==> src/rtl/pwm_duty_sched.sv <==
// Multi-channel PWM controller: one shared period counter, per-channel compare,
// duty updates buffered in shadow registers and committed together at the period boundary.
module pwm_duty_sched #(
    parameter int CBITS = 19,
    parameter int NCH   = 4,
    parameter int CHW   = 2
) (
    input  logic             clk,
    input  logic             rst,
    input  logic             req_valid,
    output logic             req_ready,
    input  logic [CHW-1:0]   req_ch,
    input  logic [CBITS-1:0] req_duty,
    output logic             req_err,
    output logic [NCH-1:0]   pending,
    output logic             period_strt,
    output logic [NCH-1:0]   pwm_out
);

    localparam logic [CBITS-1:0] CNT_MAX = {CBITS{1'b1}};
    localparam logic [CHW:0]     NCH_C   = (CHW+1)'(NCH);

    logic [CBITS-1:0]           cnt_q, cnt_d;
    logic [NCH-1:0][CBITS-1:0]  active_q, active_d;
    logic [NCH-1:0][CBITS-1:0]  shadow_q, shadow_d;
    logic [NCH-1:0]             pending_q, pending_d;
    logic [NCH-1:0]             pwm_q, pwm_d;
    logic                       req_err_q, req_err_d;
    logic                       period_strt_q, period_strt_d;
    logic                       at_max_s, accept_s, ch_ok_s;

    // Ready drops in the commit cycle so a write can never race the shadow-to-active copy.
    assign at_max_s  = (cnt_q == CNT_MAX);
    assign req_ready = !rst && !at_max_s;
    assign accept_s  = req_valid && req_ready;
    assign ch_ok_s   = ({1'b0, req_ch} < NCH_C);

    // Counter, shadow/active bookkeeping and status pulses.
    always_comb begin
        cnt_d         = cnt_q + CBITS'(1);
        active_d      = active_q;
        shadow_d      = shadow_q;
        pending_d     = pending_q;
        req_err_d     = accept_s && !ch_ok_s;
        period_strt_d = at_max_s;
        if (at_max_s) begin
            for (int i = 0; i < NCH; i++) begin
                if (pending_q[i]) begin
                    active_d[i] = shadow_q[i];
                end else begin
                    active_d[i] = active_q[i];
                end
            end
            pending_d = '0;
        end else if (accept_s && ch_ok_s) begin
            for (int i = 0; i < NCH; i++) begin
                if (req_ch == CHW'(i)) begin
                    shadow_d[i]  = req_duty;
                    pending_d[i] = 1'b1;
                end else begin
                    shadow_d[i]  = shadow_q[i];
                    pending_d[i] = pending_q[i];
                end
            end
        end else begin
            pending_d = pending_q;
        end
    end

    // Compare stage: pin is a flop so no request path reaches the outputs combinationally.
    always_comb begin
        pwm_d = '0;
        for (int i = 0; i < NCH; i++) begin
            pwm_d[i] = (cnt_q < active_q[i]);
        end
    end

    // State registers with synchronous reset.
    always_ff @(posedge clk) begin
        if (rst) begin
            cnt_q         <= '0;
            active_q      <= '0;
            shadow_q      <= '0;
            pending_q     <= '0;
            pwm_q         <= '0;
            req_err_q     <= 1'b0;
            period_strt_q <= 1'b0;
        end else begin
            cnt_q         <= cnt_d;
            active_q      <= active_d;
            shadow_q      <= shadow_d;
            pending_q     <= pending_d;
            pwm_q         <= pwm_d;
            req_err_q     <= req_err_d;
            period_strt_q <= period_strt_d;
        end
    end

    assign pending     = pending_q;
    assign pwm_out     = pwm_q;
    assign req_err     = req_err_q;
    assign period_strt = period_strt_q;

endmodule

==> config.mk <==
export PLATFORM = sky130hd
export DESIGN_NAME = pwm_duty_sched
export DESIGN_NICKNAME = d
export VERILOG_FILES = /design/src/rtl/pwm_duty_sched.sv
export SDC_FILE = /design/constraint.sdc
export NUM_CORES = 1
export LEC_CHECK = 0
export CAP_MARGIN = 40
export CORE_MARGIN = 3
export CORE_UTILIZATION = 55
export CTS_CLUSTER_DIAMETER = 200
export DETAILED_ROUTE_END_ITERATION = 7
export GPL_ROUTABILITY_DRIVEN = 0
export GPL_TIMING_DRIVEN = 0
export PLACE_DENSITY_LB_ADDON = 0.25
export SKIP_CTS_REPAIR_TIMING = 1
export SLEW_MARGIN = 20
export SYNTH_ARGS = -nofsm -noshare
export SYNTH_HDL_FRONTEND = slang
export SYNTH_SLANG_ARGS = --single-unit
export TNS_END_PERCENT = 30
==> constraint.sdc <==
create_clock -name clk -period 2.51 [get_ports clk]
set_clock_uncertainty 0.1 [all_clocks]
set_input_delay 0.502 -clock clk [delete_from_list [all_inputs] [get_ports clk]]
set_output_delay 0.502 -clock clk [all_outputs]
set_load 0.1 [all_outputs]
; Word level (Yosys, flattened, before mapping)
; Cells that the tools add are included.
[word_totals]
ff_bits = 180
latch_bits = 0
ram_bits = 0
mem_bits_ro = 0
output_inout_bits = 11
wordCells = 43
memories = 0
[classes]
add_sub_neg = 1
multipliers = 0
div = 0
magnitude_cmp = 4
n_eq_ne = 4
n_shift = 0
mux = 0
bitwise = 1
n_reduce_logical = 18
[op_table]
columns = op, n
row1 = 19-bit less-than comparator, 4
row2 = 19-bit by 1-bit adder with 19-bit output (second input constant), 1
row3 = 19-bit equality test (second input constant), 1
row4 = 2-bit AND reduction, 8
row5 = 3-bit AND reduction, 4
row6 = 2-bit equality test (second input constant), 2
row7 = 2-bit by 1-bit equality test with 1-bit output (second input constant), 1
row8 = 1-bit logical AND, 2
row9 = 1-bit zero test, 2
row10 = 2-bit zero test, 1
row11 = 2-bit OR reduction, 1
row12 = 1-bit NOT, 1

; Longest topological paths before layout
[logic_depth]
word_depth = 5
mapped_depth = 9
depth_no_buf = 7

; Worst setup path after synthesis
; No wires, ideal clock.
[synth_path]
kind = register -> output
from = reg cnt_q[1]
to = out req_ready
t_arrival_ps = 2555
required_time_ps = 1908
setup_slack_ps = -647
path_stages_with_launch = 8
n_path_buf = 2
path_cell_list = dfxtp_1 > ha_1 > nand3_1 > or4_1 > buf_2 > buf_6 > nor2_1 > nor2_1
[synth_between]
elab_chain_cells = 3
[synth_lines]
columns = item, line_no
row1 = "start, declared", 23  ; logic [CBITS-1:0] cnt_q, cnt_d;
row2 = "start signal, assigned", 89  ; cnt_q <= cnt_d;
row3 = 19-bit equality test, 33  ; assign at_max_s = (cnt_q == CNT_MAX);
row4 = 1-bit zero test, 34  ; assign req_ready = !rst && !at_max_s;
row5 = 1-bit logical AND, 34
row6 = "end, declared", 11  ; output logic req_ready,
; Every way passes these cells.

; Worst setup path in the final report
[layout_path]
from = reg cnt_q[0]
to = out req_ready
; The elaborated chain is that of the path after synthesis.

==> impl_metrics.sql <==
INSERT INTO impl_metrics (metric_group, metric, value, unit) VALUES
('min_path', 'hold_path_cells', '2', ''),
('cts', 'clk_transition_reported_paths', '0.08', 'ns'),
('cts', 'cts_tree', 'yes', ''),
('power', 'power.combinational.fraction', '0.072', ''),
('sta', 'timing_max_transition_violations_final', '0', ''),
('die', 'die-height', '127.6', 'um'),
('critical_path', 'crit_top_cell', 'nor2_4', ''),
('synthesis', 'post_synthesis_cell_area', '0.008132', 'mm^2'),
('cts', 'clock_tree.root_cell', 'clkbuf_16', ''),
('flow_run', 'cap_violations', '0', ''),
('sta', 'post-route-min-period', '2.873', 'ns'),
('sta', 'maxSlewHeadroom', '0.5558', ''),
('synthesis', 'synth-xor-area-share', '0.01616', ''),
('cts', 'latest_clock_arrival_within_the_worst_skew_pair', '0.45', 'ns'),
('place', 'dp_worst_setup_slack', '-0.9865', 'ns'),
('finish', 'nFillCells', '1141', ''),
('die', 'floorplan.core_area', '0.01415', 'mm^2'),
('critical_path', 'timing.critical_path.required', '1.91', 'ns'),
('critical_path', 'cp_max_fo', '5', ''),
('sta', 'maxClockFrequency', '348.1', 'MHz'),
('critical_path', 'timing.setup.critical_path_class', 'flop to output port', ''),
('min_path', 'timing.hold.worst.class', 'flop to flop', ''),
('finish', 'syn_to_final_growth', '20.10', '%'),
('sta', 'finalSetupViolCount', '11', ''),
('synthesis', 'syn-instance-count', '1033', ''),
('grt', 'grt_pass1_wl', '32960', 'um'),
('detailed_routing', 'vias', '7125', ''),
('power', 'power_density', '608.5', 'mW/mm^2'),
('cts', 'cts_max_level', '4', ''),
('grt', 'via_count_of_the_first_global_routing_pass', '6534', ''),
('synthesis', 'synth_simple_gate_area_share', '0.2100', ''),
('synthesis', 'synth.yosys.seq_area_share', '0.4431', ''),
('sta', 'setup_tns', '-0.9767', 'ns'),
('power', 'net-switching-power', '1.568', 'mW'),
('synthesis', 'synth_cell_type_count', '33', ''),
('status', 'status', 'finished, violations left', ''),
('cts', 'cts.path.max_buffers', '2', ''),
('synthesis', 'synth.mux.area_fraction', '0', ''),
('finish', 'fin_nets', '1223', ''),
('synthesis', 'synth-warning-count', '0', ''),
('critical_path', 'path_cells', 'ha_4 -> nand3_4 -> or4_4 -> buf_8 -> nor2_4 -> nor2_4 -> buf_6 -> buf_12', ''),
('die', 'initial_utilization', '0.5747', ''),
('critical_path', 'end_kind', 'output port', ''),
('sta', 'min_period_over_period', '1.144', ''),
('sta', 'rsz_0062_raised_after_global_routing', 'yes', ''),
('grt', 'grt_start_max_net_pins', '19', ''),
('die', 'die-area', '0.01628', 'mm^2'),
('critical_path', 'startpoint', 'cnt_q[0]', ''),
('power', 'power.leakage', '3.627', 'nW'),
('status', 'failed_checks', 'setup timing', ''),
('die', 'die_w', '127.6', 'um'),
('critical_path', 'critPathLaunchType', 'flop', ''),
('die', 'ioPinCount', '35', ''),
('min_path', 'hp-start', 'active_q[14]', ''),
('sta', 'timing.final.ws_setup', '-0.3626', 'ns'),
('power', 'p_int', '4.374', 'mW'),
('synthesis', 'synth_fa_ha_area_frac', '0.1123', ''),
('cts', 'clkSinkCount', '180', ''),
('grt', 'grt.overflow.total', '0', ''),
('critical_path', 'r2r-start', 'cnt_q[0]', ''),
('detailed_routing', 'initialDrtViolationCount', '487', ''),
('sta', 'tightestPinTransition', '0.6663', 'ns'),
('synthesis', 'synth_nets', '1130', ''),
('finish', 'insertedDiodeCount', '0', ''),
('detailed_routing', 'detail_route.wl_per_cell', '16.13', 'um'),
('place', 'port_buffers', '32', ''),
('critical_path', 'critical_path.max_stage_delay', '0.54', 'ns'),
('finish', 'fin_util', '0.6902', ''),
('power', 'vdd_ir_drop_max', '541.3', 'uV'),
('synthesis', 'ys_seq_elements', '180', ''),
('power', 'clock_power_share', '0.438', '');
## Yosys cell counts
cell      number  area (um^2)
nand2_1      323         1212
dfxtp_1      180         3603
a21oi_1      160        800.8
inv_1         74        277.8
ha_1          73        913.4
nor2_1        37        138.9
clkbuf_1      32        120.1
nand4_1       18        112.6
a211oi_1      16        120.1
o21ai_0       14        70.07
a21o_1        12        90.09
nand3_1       11        55.05
a21oi_2       10        87.58
xor2_1        10        87.58
buf_2          9        45.04
nor3_1         9        45.04
and3_1         6        37.54
nand2b_1       5        31.28
xnor2_1        5        43.79
a211o_1        4        35.03
buf_4          4        30.03
o21a_1         4        30.03
o21ai_2        3        26.28
buf_6          2        22.52
nor2b_1        2        12.51
nor3b_1        2        15.01
or3_1          2        12.51
and4_1         1        8.760
conb_1         1        3.750
nand4_2        1        12.51
o21ai_4        1        16.27
or2_2          1        6.260
or4_1          1        7.510
## final cells by class
type                       count  area, um^2  area share
buffer                        46       216.5     0.02217
clock buffer                  18       439.2     0.04497
clock inverter                14       138.9     0.01422
inverter                      74       277.8     0.02844
multi-input combinational    732        4095      0.4193
sequential                   180        3654      0.3741
tap                          180       225.2     0.02306
timing repair buffer          75       719.4     0.07367
## metrics by stage
step	cell area, um^2	cells	hold slack (ns)
CTS	9413	1287	0.3528
detailed placement	8835	1255	0.3432
finish	9766	1319	0.3512
floorplan	8139	1033	0.3319
global placement	8685	1245	0.3383
global route	9766	1319	0.3696
## worst paths after layout
| check | endpoint | slack (ns) |
|---|---|---|
| min reg2reg | active_q[14] | 0.35 |
| max | req_ready | -0.36 |
| min | active_q[14] | 0.35 |
| max reg2reg | shadow_q[34] | -0.07 |
## placed cells by master, fill, tap and decap left out, drive strengths merged, types with 2 or more instances in the layout
master         instances
nand4                 19
and3                   6
dfxtp                180
a21o                  12
buf                   58
nor3b                  2
nor2                  37
clkbuf                50
xnor2                  5
xor2                  10
nand2b                 5
nand2                323
a21oi                170
a211o                  4
clkinv                 5
inv                   80
or3                    2
ha                    73
a211oi                16
nand3                 11
clkinvlp               3
o21ai                 18
clkdlybuf4s50         31
nor2b                  2
nor3                   9
o21a                   4
## critical path: cells and delay by family (launching register included)
| family | cells | cell delay [ns] |
|---|---|---|
| flip-flops | 1 | 0.39 |
| AND/OR/NAND/NOR | 4 | 0.82 |
| buffers and inverters | 3 | 0.45 |
| adder cells (fa/ha/maj) | 1 | 0.16 |
## cell families after synthesis
logic type / after synthesis
compound gates: 224
buf+inv: 121
simple gates: 419
xor+xnor: 15
fa+ha+maj: 73
flops: 180
other cells: 1
## power by group through the flow
stage               registers [mW]  clock network, mW  logic (mW)
floorplan                     3.05                  0       0.155
global placement              2.99                  0       0.370
detailed placement            2.99                  0       0.408
CTS                           2.92               2.61       0.409
global route                  2.92               2.73       0.452
finish                        2.91               2.60       0.428
## routing by layer
layer,global-route usage,part of all wire,vias to the layer above
met4,0.1042,0.028,0
met2,0.4274,0.46,210
met1,0.3409,0.46,3267
met3,0.04390,0.049,46
li1,-,-,3602
met5,0,0,-
## sequential cells by signal, summed over array words and instances (netlist names)
signal and cells:
active_q 76, period_strt 1, shadow_q 76, pending 4, cnt_q 19, pwm_out 4
Power figures use the tool's default switching activity.
